--- src/rtl/msd_pkg.sv ---
// Shared types and constants for the most-significant-decimal-digit extractor.
package msd_pkg;

  typedef logic [1:0] state_t;

  localparam state_t ST_IDLE = 2'd0;
  localparam state_t ST_RUN  = 2'd1;
  localparam state_t ST_DONE = 2'd2;

  localparam int BASE    = 10;
  localparam int DIGIT_W = 4;

endpackage

--- src/rtl/div10_step.sv ---
// One combinational divide-by-ten step: quotient, 4-bit remainder and a below-ten flag.
module div10_step
  import msd_pkg::*;
#(
  parameter int WIDTH = 16
) (
  input  logic [WIDTH-1:0]   din,
  output logic [WIDTH-1:0]   quot,
  output logic [DIGIT_W-1:0] rem,
  output logic               lt10
);

  assign quot = din / WIDTH'(BASE);
  assign rem  = DIGIT_W'(din % WIDTH'(BASE));
  assign lt10 = (din < WIDTH'(BASE));

endmodule

--- src/rtl/msd_extract_seq.sv ---
// Sequential MSD / digit-count extractor, one /10 step per clock with start/busy/done.
// Optional full BCD output is enabled by defining MSD_BCD_OUT_EN.
module msd_extract_seq
  import msd_pkg::*;
#(
  parameter int WIDTH  = 16,
  parameter int DIGITS = 5
) (
  input  logic                         clk,
  input  logic                         rst,
  input  logic                         start,
  input  logic [WIDTH-1:0]             din,
  output logic                         busy,
  output logic                         done,
  output logic [DIGIT_W-1:0]           msd,
  output logic [$clog2(DIGITS+1)-1:0]  ndig
`ifdef MSD_BCD_OUT_EN
  ,
  output logic [DIGIT_W*DIGITS-1:0]    bcd
`endif
);

  localparam int NDW = $clog2(DIGITS+1);

  state_t               state_q, state_d;
  logic [WIDTH-1:0]     work_q;
  logic [NDW-1:0]       cnt_q;
  logic [DIGIT_W-1:0]   msd_q, msd_d;
  logic [NDW-1:0]       ndig_q, ndig_d;

  logic [WIDTH-1:0]     quot;
  logic [DIGIT_W-1:0]   rem;
  logic                 lt10;
  logic                 run;
  logic                 accept;

  assign run    = (state_q == ST_RUN);
  assign accept = start && !run;

  div10_step #(.WIDTH(WIDTH)) u_div10 (
    .din  (work_q),
    .quot (quot),
    .rem  (rem),
    .lt10 (lt10)
  );

  // Once work < 10 the remainder equals work[3:0], so rem doubles as the final digit.
  always_comb begin
    state_d = state_q;
    msd_d   = msd_q;
    ndig_d  = ndig_q;
    case (state_q)
      ST_IDLE: state_d = ST_IDLE;
      ST_RUN: begin
        if (lt10) begin
          state_d = ST_DONE;
          msd_d   = rem;
          ndig_d  = cnt_q + NDW'(1);
        end
      end
      default: state_d = ST_IDLE;
    endcase
    if (accept) begin
      state_d = ST_RUN;
    end
  end

  always_ff @(posedge clk or posedge rst) begin
    if (rst) begin
      state_q <= ST_IDLE;
      msd_q   <= '0;
      ndig_q  <= '0;
    end else begin
      state_q <= state_d;
      msd_q   <= msd_d;
      ndig_q  <= ndig_d;
    end
  end

  // Working operand and step count need no reset; accept always reloads them.
  always_ff @(posedge clk) begin
    if (accept) begin
      work_q <= din;
      cnt_q  <= '0;
    end else if (run && !lt10) begin
      work_q <= quot;
      cnt_q  <= cnt_q + NDW'(1);
    end
  end

`ifdef MSD_BCD_OUT_EN
  logic [DIGIT_W*DIGITS-1:0] shadow_q, shadow_d, bcd_q;

  always_comb begin
    shadow_d = shadow_q;
    for (int i = 0; i < DIGITS; i++) begin
      if (cnt_q == NDW'(i)) begin
        shadow_d[DIGIT_W*i +: DIGIT_W] = rem;
      end
    end
  end

  always_ff @(posedge clk) begin
    if (accept) begin
      shadow_q <= '0;
    end else if (run) begin
      shadow_q <= shadow_d;
    end
  end

  always_ff @(posedge clk or posedge rst) begin
    if (rst) begin
      bcd_q <= '0;
    end else if (run && lt10) begin
      bcd_q <= shadow_d;
    end
  end

  assign bcd = bcd_q;
`endif

  assign busy = run;
  assign done = (state_q == ST_DONE);
  assign msd  = msd_q;
  assign ndig = ndig_q;

endmodule

--- config.mk ---
export PLATFORM = sky130hd
export DESIGN_NAME = msd_extract_seq
export DESIGN_NICKNAME = d
export VERILOG_FILES = /design/src/rtl/msd_pkg.sv /design/src/rtl/div10_step.sv /design/src/rtl/msd_extract_seq.sv
export SDC_FILE = /design/constraint.sdc
export NUM_CORES = 1
export LEC_CHECK = 0
export ABC_AREA = 1
export BUFFER_PORTS_ARGS = -buffer_cell sky130_fd_sc_hd__buf_2
export CAP_MARGIN = 5
export CORE_UTILIZATION = 54
export DETAILED_ROUTE_END_ITERATION = 10
export PLACE_DENSITY = 0.77
export SKIP_CTS_REPAIR_TIMING = 1
export SLEW_MARGIN = 20
export SYNTH_ARGS = -nofsm -noshare
export SYNTH_HDL_FRONTEND = slang
export SYNTH_SLANG_ARGS = --single-unit
export TNS_END_PERCENT = 1
--- constraint.sdc ---
create_clock -name clk -period 8.36 [get_ports clk]
set_input_delay 1.672 -clock clk [delete_from_list [all_inputs] [get_ports clk]]
set_output_delay 1.672 -clock clk [all_outputs]
set_load 0.03 [all_outputs]
---- Word level (Yosys, flattened, before mapping) ----
Cells that the tools add are included.
Widths: inputs -> output; s select.
word-level totals
  bits in registers ....................... 28
  bits of input ports ..................... 19
  output and inout port bits .............. 9
  logic and storage cells ................. 23
cells by class
  add/sub/neg operators ................... 1
  divide/modulo/power cells ............... 2
  magnitude comparators ................... 1
  equality and inequality tests ........... 3
  muxes and demuxes ....................... 5
  reductions and logical operators ........ 6
operator list
  cell                   count
  $mux 16                2
  $div 16x4->16 const B  1
  $lt 16x4->1 const B    1
  $mod 16x4->16 const B  1
  $mux 2                 3
  $add 3x1->3 const B    1
  $ne 3x2->1 const B     1
  $eq 2x1->1 const B     1
  $eq 2x2->1 const B     1
  $logic_and 1x1->1      2
  $logic_not 1->1        2
  $reduce_and 2->1       1
  $reduce_bool 2->1      1

---- Longest topological paths before layout ----
Gate-level depths: netlist (run 1).
  word-level depth ........................ 5
  gate-level depth with buffers ........... 61
  depth with buffers taken out ............ 61

---- Cells and area by module ----
A second synthesis (run 1) with hierarchy kept.
unflattened totals
  cells, all modules ...................... 371
  area total of the unflattened synthesis .. 2557.5 um2
modules (own cells, without submodules)
  module           times used  cells each  area each (um2)  sequential area each (um2)
  div10_step       1           239         1311.3           0.0
  msd_extract_seq  1           132         1246.2           765.7

---- Worst setup path after synthesis (run 1) ----
Ideal clock, no wire load.
  path kind ............................... register to register
  start ................................... register work_q[15]
  end ..................................... register msd_q[2] (netlist: msd[2])
  setup time .............................. 117 ps
  data arrival time ....................... 4313 ps
  setup slack ............................. 3930 ps
  cell stages (with the launch flop) ...... 55
  buffers on the path ..................... 0
  clock period less this slack ............ 4430 ps
  cell sequence ........................... edfxtp_1 > a21oi_1 > o21bai_2 > nand2_2 > nand2_2 > o21ai_1 > inv_2 > nand3_1 > nand2_1 > inv_1 > nand3_1 > nand2_2 > nand2_2 > nand2_4 > nand2_4 > nand2_1 > nand2_2 > inv_2 > [19 not listed] > nand2_1 > nand2_2 > inv_2 > nand2_4 > nand2_2 > nand2_1 > nand2_2 > inv_2 > nand2_4 > nand2_2 > nand2_1 > nand3_2 > nand2_2 > nand2_1 > nand2_1 > nand2_1 > nand2_1 > nand2_1
between the ends
  cells in the longest elaborated chain, start to end .. 2
  elaborated cells on any way between the ends .. 3
  classes of those cells .................. div: 1; order compare: 1; reduce/logical: 1
RTL lines
  what                                                   line                   text
  start, declared                                        msd_extract_seq.sv:26  logic [WIDTH-1:0] work_q;
  start signal, assigned                                 msd_extract_seq.sv:83  work_q <= din;
  start signal, assigned                                 msd_extract_seq.sv:86  work_q <= quot;
  branches (longest 2 deep; another with $mod 16x4->16)  --
  end signal, assigned                                   msd_extract_seq.sv:75  msd_q <= msd_d;
  end, declared                                          msd_extract_seq.sv:28  logic [DIGIT_W-1:0] msd_q, msd_d;
Parallel ways; which one is timed is not known.
A chain may end at the register's enable or synchronous reset.

---- Worst setup path in the final report (run 1) ----
Ends and elaborated chain as after synthesis.

==> impl_metrics.py, run 1 <==
metrics = {
    "route": {
        "wl_per_cell_um": 11.2,
        "routed_wirelength_mm": 4.63,
        "drt_iter0_drc": 92,
        "num_vias": 2108,
        "via_per_inst": 5.10,
        "drtPass1Iterations": 4,
        "post-route-drc-count": 0,
        "postRouteAntennaNets": 0,
    },
    "placement": {
        "placement.io_buffers": 27,
        "routabilityCongestion": 0.800,
        "placement_setup_slack_ns": 3.38,
        "dpl-instance-area_um2": 2560,
        "dp.final_hpwl_mm": 3.76,
    },
    "worst_setup_path": {
        "delay_heaviest_family_cp": "simple AND/OR/NAND/NOR gates",
        "top_fanout_value_on_the_critical_path": 7,
        "critical_path.n_buffers_inverters": 4,
        "timing.critical_path.slowest_cell_delay_ns": 0.45,
        "setup.worst_path.end_class": "flip-flop",
        "cpMostUsedCell": "sky130_fd_sc_hd__nand2_2",
        "startpoint_type": "flip-flop",
        "worst-setup-path-type": "flip-flop to flip-flop",
        "worstPathRequired_ns": 8.52,
        "cp.arrival_ns": 5.17,
        "cpMaxStageDelayCell": "sky130_fd_sc_hd__edfxtp_1",
    },
    "final_layout": {
        "final_common_cell": "sky130_fd_sc_hd__nand2_1",
        "final_area_um2": 2610,
        "final_net_count": 384,
        "layout_common_cells": "sky130_fd_sc_hd__nand2_1 (89), sky130_fd_sc_hd__nand3_1 (45), sky130_fd_sc_hd__inv_1 (33)",
        "areaGrowthSynthToFinish_pct": 10.2,
        "fraction_of_layout_instances_using_a_drive_strength_above_1": 0.309,
        "layout.filler_cells": 410,
        "antenna_cells_inserted": 0,
    },
    "die": {
        "initial_core_util": 0.576,
        "placement_rows": 23,
        "die_h_um": 68.3,
        "io_pins": 28,
        "fp.coreArea_um2": 4120,
        "dieWidth_um": 68.3,
        "dieArea_um2": 4660,
    },
    "grt": {
        "global_route_wire_length_before_repair_mm": 7.56,
        "grt_remaining_overflow": 0,
        "groute.usage.overall": 0.212,
        "grt_pass1_vias": 1897,
        "grt_start_max_net_pins": 30,
        "antenna_found_initial": 0,
    },
    "clock_tree": {
        "cts_root_buffer": "sky130_fd_sc_hd__clkbuf_8",
        "cts.sinks": 28,
        "cts_max_path_buffers": 2,
        "clock_input_transition_at_the_sequential_cells_of_the_worst_setup_and_hold_paths_ns": 0.09,
        "cts_htree_levels": 1,
        "cts_made_buffers": 3,
        "cts_tree": "yes",
        "clkLatencyLatePin_ns": 0.27,
    },
    "sta": {
        "worst_hold_slack_ns": 0.491,
        "worst_slew_pin_slew_ns": 1.01,
        "maxSlewViolCount": 0,
        "finalClockSkew_ns": 0.00402,
        "fin_tns_setup_ns": 0,
        "finalSetupViolations": 0,
        "maxSlewHeadroom": 0.327,
        "setup_ws_ns": 3.35,
        "final.min_clock_period_ns": 5.01,
        "f_max_ghz": 0.200,
        "post-route-period-util": 0.599,
        "report.final.hold_viol_count": 0,
        "grt_setup_unrepaired": "no",
    },
    "min_path": {
        "holdCritPathClass": "flip-flop to flip-flop",
    },
    "outcome": {
        "status": "complete, no violations",
    },
    "run": {
        "maxCapViolations": 0,
    },
    "synth": {
        "yosys.area.top_type": "sky130_fd_sc_hd__edfxtp_1",
        "synthesis.nets": 355,
        "ys.warnings.count": 0,
        "synth-seq-area-share": 0.323,
        "ys_types": 31,
        "yosysTopAreaCellShare": 0.203,
        "syn-mean-instance-area_um2": 7.08,
        "post_synth_main_area_contributors": "sky130_fd_sc_hd__edfxtp_1 (20%), sky130_fd_sc_hd__nand2_1 (14%), sky130_fd_sc_hd__dfrtp_1 (9.5%)",
        "postSynthRegisterBits": 28,
        "synthesis.area_um2": 2370,
        "postSynthCellCount": 335,
    },
}
## synth_stat cells (all sizes together)
cell type    n
clkinv       1
nand3       57
nand3b       1
a21oi        5
nor4         3
inv         51
nor2        19
mux2i        1
clkbuf       2
xor2         2
dfrtp        9
dfxtp        3
o2111ai      1
edfxtp      16
o21ai       14
o21bai       1
mux2         1
buf          1
nand4        3
nand2      132
ha           1
a21boi       1
a31oi       10
## final cells by class
class / instances / area (um2) / area share
Clock buffer: 4 / 55.1 / 0.0211
Inverter: 52 / 195 / 0.0747
Multi-Input combinational cell: 252 / 1400 / 0.535
Sequential cell: 28 / 766 / 0.293
Tap cell: 50 / 62.6 / 0.0239
Timing Repair Buffer: 27 / 135 / 0.0517
## sequential cells by signal (all words and copies together), names as in the netlist
register,flops
cnt_q,3
msd,4
ndig,3
state_q,2
work_q,16
## through the flow
step / utilization / std cells
final: 0.635 / 413
after global routing: 0.635 / 413
after CTS: 0.635 / 413
after detailed placement: 0.621 / 409
after global placement: 0.621 / 409
after floorplan: - / 335
## worst reg2reg max path: cells and delay by family (launching register included)
kind	cells	cell delay, ns
buf+inv	4	0.32
flops	1	0.45
compound gates	3	0.56
simple gates	45	3.58
## logic make-up after synthesis
logic type | count (synthesis) | synth area share
AO/OA/AOI/OAI | 32 | 0.0939
XOR/XNOR | 2 | 0.00739
adder cells (fa/ha/maj) | 1 | 0.00528
buffers and inverters | 55 | 0.0871
flip-flops | 28 | 0.323
multiplexers | 2 | 0.00897
AND/OR/NAND/NOR | 215 | 0.474
## layer usage
metal  track usage  wire (um)  vias up
met1         0.257       2130      928
met4        0.0391         23        0
li1              -          -     1146
met5             0          0        -
met2         0.393       2370       30
met3        0.0333        116        4
## worst paths after layout
path | from | endpoint | slack [ns] | cells after the start
max in group asynchronous | rst | msd[0] | 6.78 | 2
min | work_q[0] | msd[0] | 0.49 | 2
min in group asynchronous | rst | ndig[1] | 1.34 | 2
max | work_q[15] | msd[2] | 3.35 | 52
max reg2reg | work_q[15] | msd[2] | 3.35 | 52
min reg2reg | work_q[0] | msd[0] | 0.49 | 2
Power of run 1 is not shown: default switching activity piles up to over one toggle a cycle in this logic, so the estimate is an artifact.
==> run 2: changes to the inputs <==
--- a/config.mk
+++ b/config.mk
@@ -8,9 +8,9 @@
 export ABC_AREA = 1
 export BUFFER_PORTS_ARGS = -buffer_cell sky130_fd_sc_hd__buf_2
 export CAP_MARGIN = 5
-export CORE_UTILIZATION = 54
+export CORE_UTILIZATION = 53
 export DETAILED_ROUTE_END_ITERATION = 10
-export PLACE_DENSITY = 0.77
+export PLACE_DENSITY = 0.78
 export SKIP_CTS_REPAIR_TIMING = 1
 export SLEW_MARGIN = 20
 export SYNTH_ARGS = -nofsm -noshare
==> constraint.sdc (replaced) <==
create_clock -name clk -period 4.3 [get_ports clk]
set_input_delay 0.86 -clock clk [delete_from_list [all_inputs] [get_ports clk]]
set_output_delay 0.86 -clock clk [all_outputs]
set_load 0.03 [all_outputs]
==> impl_metrics.py, run 2 (synthesized netlist as in run 1, its figures left out) <==
metrics = {
    "run": {
        "maxCapViolations": 0,
    },
    "route": {
        "via_per_inst": 5.19,
        "routed_wirelength_mm": 5.30,
        "drt_iter0_drc": 101,
        "wl_per_cell_um": 12.0,
        "post-route-drc-count": 0,
        "num_vias": 2289,
        "postRouteAntennaNets": 0,
        "drtPass1Iterations": 4,
    },
    "sta": {
        "setup_ws_ns": -0.691,
        "worst_hold_slack_ns": 0.490,
        "grt_setup_unrepaired": "yes",
        "fin_tns_setup_ns": -2.87,
        "worst_slew_pin_slew_ns": 0.690,
        "post-route-period-util": 1.16,
        "f_max_ghz": 0.200,
        "maxSlewViolCount": 0,
        "maxSlewHeadroom": 0.539,
        "report.final.hold_viol_count": 0,
        "finalClockSkew_ns": 0.00935,
        "finalSetupViolations": 6,
        "final.min_clock_period_ns": 4.99,
    },
    "clock_tree": {
        "clock_input_transition_at_the_sequential_cells_of_the_worst_setup_and_hold_paths_ns": 0.10,
        "cts.sinks": 28,
        "cts_root_buffer": "sky130_fd_sc_hd__clkbuf_8",
        "cts_tree": "yes",
        "cts_max_path_buffers": 2,
        "clkLatencyLatePin_ns": 0.28,
        "cts_made_buffers": 3,
        "cts_htree_levels": 1,
    },
    "die": {
        "initial_core_util": 0.572,
        "io_pins": 28,
        "die_h_um": 68.9,
        "placement_rows": 23,
        "dieArea_um2": 4750,
        "dieWidth_um": 68.9,
        "fp.coreArea_um2": 4140,
    },
    "placement": {
        "placement.io_buffers": 27,
        "routabilityCongestion": 0.816,
        "dp.final_hpwl_mm": 3.94,
    },
    "worst_setup_path": {
        "timing.rr.end": "msd[3]",
        "timing.critical_path.slowest_cell_delay_ns": 0.49,
        "crit_path_start": "work_q[15]",
        "rr_startpoint": "work_q[15]",
        "r2r_setup_slack_ns": -0.69,
        "top_fanout_value_on_the_critical_path": 7,
        "critical_path.endpoint": "msd[3]",
        "cpMaxStageDelayCell": "sky130_fd_sc_hd__edfxtp_1",
        "setup.worst_path.end_class": "flip-flop",
        "cp.arrival_ns": 5.16,
        "cpMostUsedCell": "sky130_fd_sc_hd__nand2_4",
        "worstPathRequired_ns": 4.47,
        "worst-setup-path-type": "flip-flop to flip-flop",
        "reg2reg_depth": 45,
        "startpoint_type": "flip-flop",
    },
    "final_layout": {
        "antenna_cells_inserted": 0,
        "final_net_count": 412,
        "layout_common_cells": "sky130_fd_sc_hd__nand2_1 (82), sky130_fd_sc_hd__nand3_1 (43), sky130_fd_sc_hd__nand2_2 (33)",
        "fraction_of_layout_instances_using_a_drive_strength_above_1": 0.396,
        "final_common_cell": "sky130_fd_sc_hd__nand2_1",
        "areaGrowthSynthToFinish_pct": 22.8,
        "largest_register_ff_count": 16,
        "largest-register": "work_q",
    },
    "outcome": {
        "violations": "setup timing",
        "status": "finished, violations left",
    },
    "grt": {
        "grt_remaining_overflow": 0,
        "grt_pass1_vias": 1952,
        "global_route_wire_length_before_repair_mm": 8.12,
        "groute.usage.overall": 0.228,
        "antenna_found_initial": 0,
        "grt_start_max_net_pins": 30,
    },
    "min_path": {
        "hold_path.startpoint": "cnt_q[2]",
        "holdCritPathClass": "flip-flop to flip-flop",
    },
}
-- run 2: cell types whose count changed in the layout (fill, tap and decap cells not counted), sizes merged --
cell  before  now
buf       27   55
-- run 2: cell type report --
| type | count | area (um2) |
|---|---|---|
| Multi-Input combinational cell | 252 | 1490 |
| Fill cell | 340 | 1230 |
| Sequential cell | 28 | 766 |
| Timing Repair Buffer | 55 | 345 |
| Inverter | 52 | 195 |
| Tap cell | 50 | 62.6 |
| Clock buffer | 4 | 55.1 |
-- run 2: critical path: cells and delay by family (launching register included) --
| family | cells | cell delay (ns) |
|---|---|---|
| simple gates | 35 | 3.16 |
| flops | 1 | 0.49 |
| compound gates | 4 | 0.74 |
| buf+inv | 6 | 0.48 |
-- run 2: routing by layer --
| metal | vias up | part of all wire | global-route usage |
|---|---|---|---|
| met5 | - | 0 | 0 |
| met1 | 1033 | 0.46 | 0.305 |
| met2 | 43 | 0.49 | 0.386 |
| li1 | 1204 | - | - |
| met3 | 9 | 0.030 | 0.0247 |
| met4 | 0 | 0.013 | 0.0663 |
-- run 2: worst min path at each step --
| stage | slack, ns | cells after the start | to |
|---|---|---|---|
| after floorplan | 0.43 | 2 | msd[0] |
| after global placement | 0.46 | 2 | msd[3] |
| after detailed placement | 0.45 | 2 | msd[0] |
| after CTS | 0.49 | 2 | ndig[2] |
| after global routing | 0.51 | 2 | cnt_q[2] |
| final | 0.49 | 2 | cnt_q[2] |
-- run 2: through the flow --
step | util | instance area [um2] | worst slack, ns | std cells
after floorplan | - | 2380 | -0.0899 | 335
after global placement | 0.660 | 2740 | -0.427 | 432
after detailed placement | 0.660 | 2740 | -0.621 | 432
after CTS | 0.674 | 2790 | -0.636 | 436
after global routing | 0.703 | 2910 | -1.18 | 441
final | 0.703 | 2910 | -0.691 | 441
Power of run 2 is left out for the same reason.
==> run 3: changes to the inputs <==
--- a/config.mk
+++ b/config.mk
@@ -8,7 +8,9 @@
 export ABC_AREA = 1
 export BUFFER_PORTS_ARGS = -buffer_cell sky130_fd_sc_hd__buf_2
 export CAP_MARGIN = 5
-export CORE_UTILIZATION = 53
+export CELL_PAD_IN_SITES_DETAIL_PLACEMENT = 0
+export CELL_PAD_IN_SITES_GLOBAL_PLACEMENT = 2
+export CORE_UTILIZATION = 30
 export DETAILED_ROUTE_END_ITERATION = 10
 export PLACE_DENSITY = 0.78
 export SKIP_CTS_REPAIR_TIMING = 1
==> impl_metrics.py, run 3 (synthesized netlist as in run 1, its figures left out) <==
metrics = {
    "sta": {
        "post-route-period-util": 1.17,
        "worst_slew_pin_slew_ns": 0.755,
        "grt_setup_unrepaired": "yes",
        "maxSlewViolCount": 0,
        "finalSetupViolations": 6,
        "final.min_clock_period_ns": 5.01,
        "maxSlewHeadroom": 0.496,
        "worst_hold_slack_ns": 0.486,
        "report.final.hold_viol_count": 0,
        "finalClockSkew_ns": 0.00172,
        "f_max_ghz": 0.199,
        "setup_ws_ns": -0.714,
    },
    "grt": {
        "groute.usage.overall": 0.131,
        "antenna_found_initial": 0,
        "grt_remaining_overflow": 0,
        "global_route_wire_length_before_repair_mm": 9.04,
        "grt_pass1_vias": 2014,
        "grt_start_max_net_pins": 29,
    },
    "final_layout": {
        "antenna_cells_inserted": 0,
        "largest-register": "work_q",
        "fraction_of_layout_instances_using_a_drive_strength_above_1": 0.419,
        "largest_register_ff_count": 16,
        "layout.filler_cells": 841,
        "areaGrowthSynthToFinish_pct": 32.7,
        "final_common_cell": "sky130_fd_sc_hd__nand2_1",
        "final_net_count": 417,
        "layout_common_cells": "sky130_fd_sc_hd__nand2_1 (80), sky130_fd_sc_hd__nand3_1 (40), sky130_fd_sc_hd__buf_4 (33)",
    },
    "worst_setup_path": {
        "cpMaxStageDelayCell": "sky130_fd_sc_hd__edfxtp_1",
        "r2r_setup_slack_ns": -0.71,
        "worst-setup-path-type": "flip-flop to flip-flop",
        "cp.arrival_ns": 5.18,
        "rr_startpoint": "work_q[15]",
        "top_fanout_value_on_the_critical_path": 5,
        "startpoint_type": "flip-flop",
        "worstPathRequired_ns": 4.47,
        "cpMostUsedCell": "sky130_fd_sc_hd__nand2_2",
        "timing.rr.end": "msd[2]",
        "reg2reg_depth": 52,
        "setup.worst_path.end_class": "flip-flop",
        "timing.critical_path.slowest_cell_delay_ns": 0.51,
    },
    "die": {
        "initial_core_util": 0.308,
        "dieArea_um2": 8260,
        "io_pins": 28,
        "dieWidth_um": 90.9,
        "placement_rows": 32,
        "die_h_um": 90.9,
        "fp.coreArea_um2": 7690,
    },
    "placement": {
        "routabilityCongestion": 0.772,
        "placement.io_buffers": 27,
        "dp.final_hpwl_mm": 4.22,
    },
    "clock_tree": {
        "cts_made_buffers": 3,
        "clock_input_transition_at_the_sequential_cells_of_the_worst_setup_and_hold_paths_ns": 0.10,
        "cts_tree": "yes",
        "cts_htree_levels": 1,
        "cts_max_path_buffers": 2,
        "cts_root_buffer": "sky130_fd_sc_hd__clkbuf_8",
        "cts.sinks": 28,
        "clkLatencyLatePin_ns": 0.27,
    },
    "route": {
        "routed_wirelength_mm": 5.61,
        "drt_iter0_drc": 84,
        "wl_per_cell_um": 11.3,
        "drtPass1Iterations": 4,
        "num_vias": 2268,
        "postRouteAntennaNets": 0,
        "post-route-drc-count": 0,
        "via_per_inst": 4.55,
    },
    "outcome": {
        "status": "finished, violations left",
        "violations": "setup timing",
    },
    "min_path": {
        "holdCritPathClass": "flip-flop to flip-flop",
        "min_to": "msd[0]",
        "hold_path.startpoint": "work_q[0]",
        "min_delay_path_depth": 2,
    },
    "run": {
        "maxCapViolations": 0,
    },
}
-- run 3: stage by stage --
step | instance area [um2] | cells | TNS, ns | utilization | worst slack, ns
2_1_floorplan | 2380 | 335 | -0.183 | - | -0.0899
3_3_place_gp | 2810 | 485 | -2.71 | 0.365 | -0.620
3_5_place_dp | 2810 | 485 | -2.92 | 0.365 | -0.695
4_1_cts | 2880 | 489 | -3.06 | 0.374 | -0.718
5_1_grt | 3150 | 498 | -5.81 | 0.409 | -1.14
6_report | 3150 | 498 | -3.17 | 0.409 | -0.714
-- run 3: cell type report --
class / instances / area (um2) / share of cell area
Timing Repair Buffer: 60 / 383 / 0.122
Inverter: 52 / 203 / 0.0644
Sequential cell: 28 / 766 / 0.243
Clock buffer: 4 / 66.3 / 0.0211
Tap cell: 102 / 128 / 0.0406
Multi-Input combinational cell: 252 / 1600 / 0.509
-- run 3: worst max path at each step --
stage,from,end,slack (ns),cells after the start
final,work_q[15],msd[2],-0.71,52
after global routing,work_q[15],msd[2],-1.14,56
after CTS,work_q[15],msd[2],-0.72,56
after detailed placement,work_q[15],msd[2],-0.70,56
after global placement,work_q[15],msd[2],-0.62,54
after floorplan,work_q[15],msd[2],-0.09,56
-- run 3: per-layer routing --
layer / global-route usage / share of wire / vias up
li1: - / - / 1219
met1: 0.184 / 0.49 / 1017
met2: 0.221 / 0.48 / 28
met3: 0.0118 / 0.019 / 4
met4: 0.0238 / 0.0062 / 0
met5: 0 / 0 / -
-- run 3: worst max-delay path, delay by kind of cell, from the launching register on --
kind,cells,cell delay (ns)
and+or+nand+nor,43,3.38
AOI/OAI and AO/OA,3,0.56
buffers and inverters,6,0.47
DFF,1,0.51
Power of run 3 is left out for the same reason.
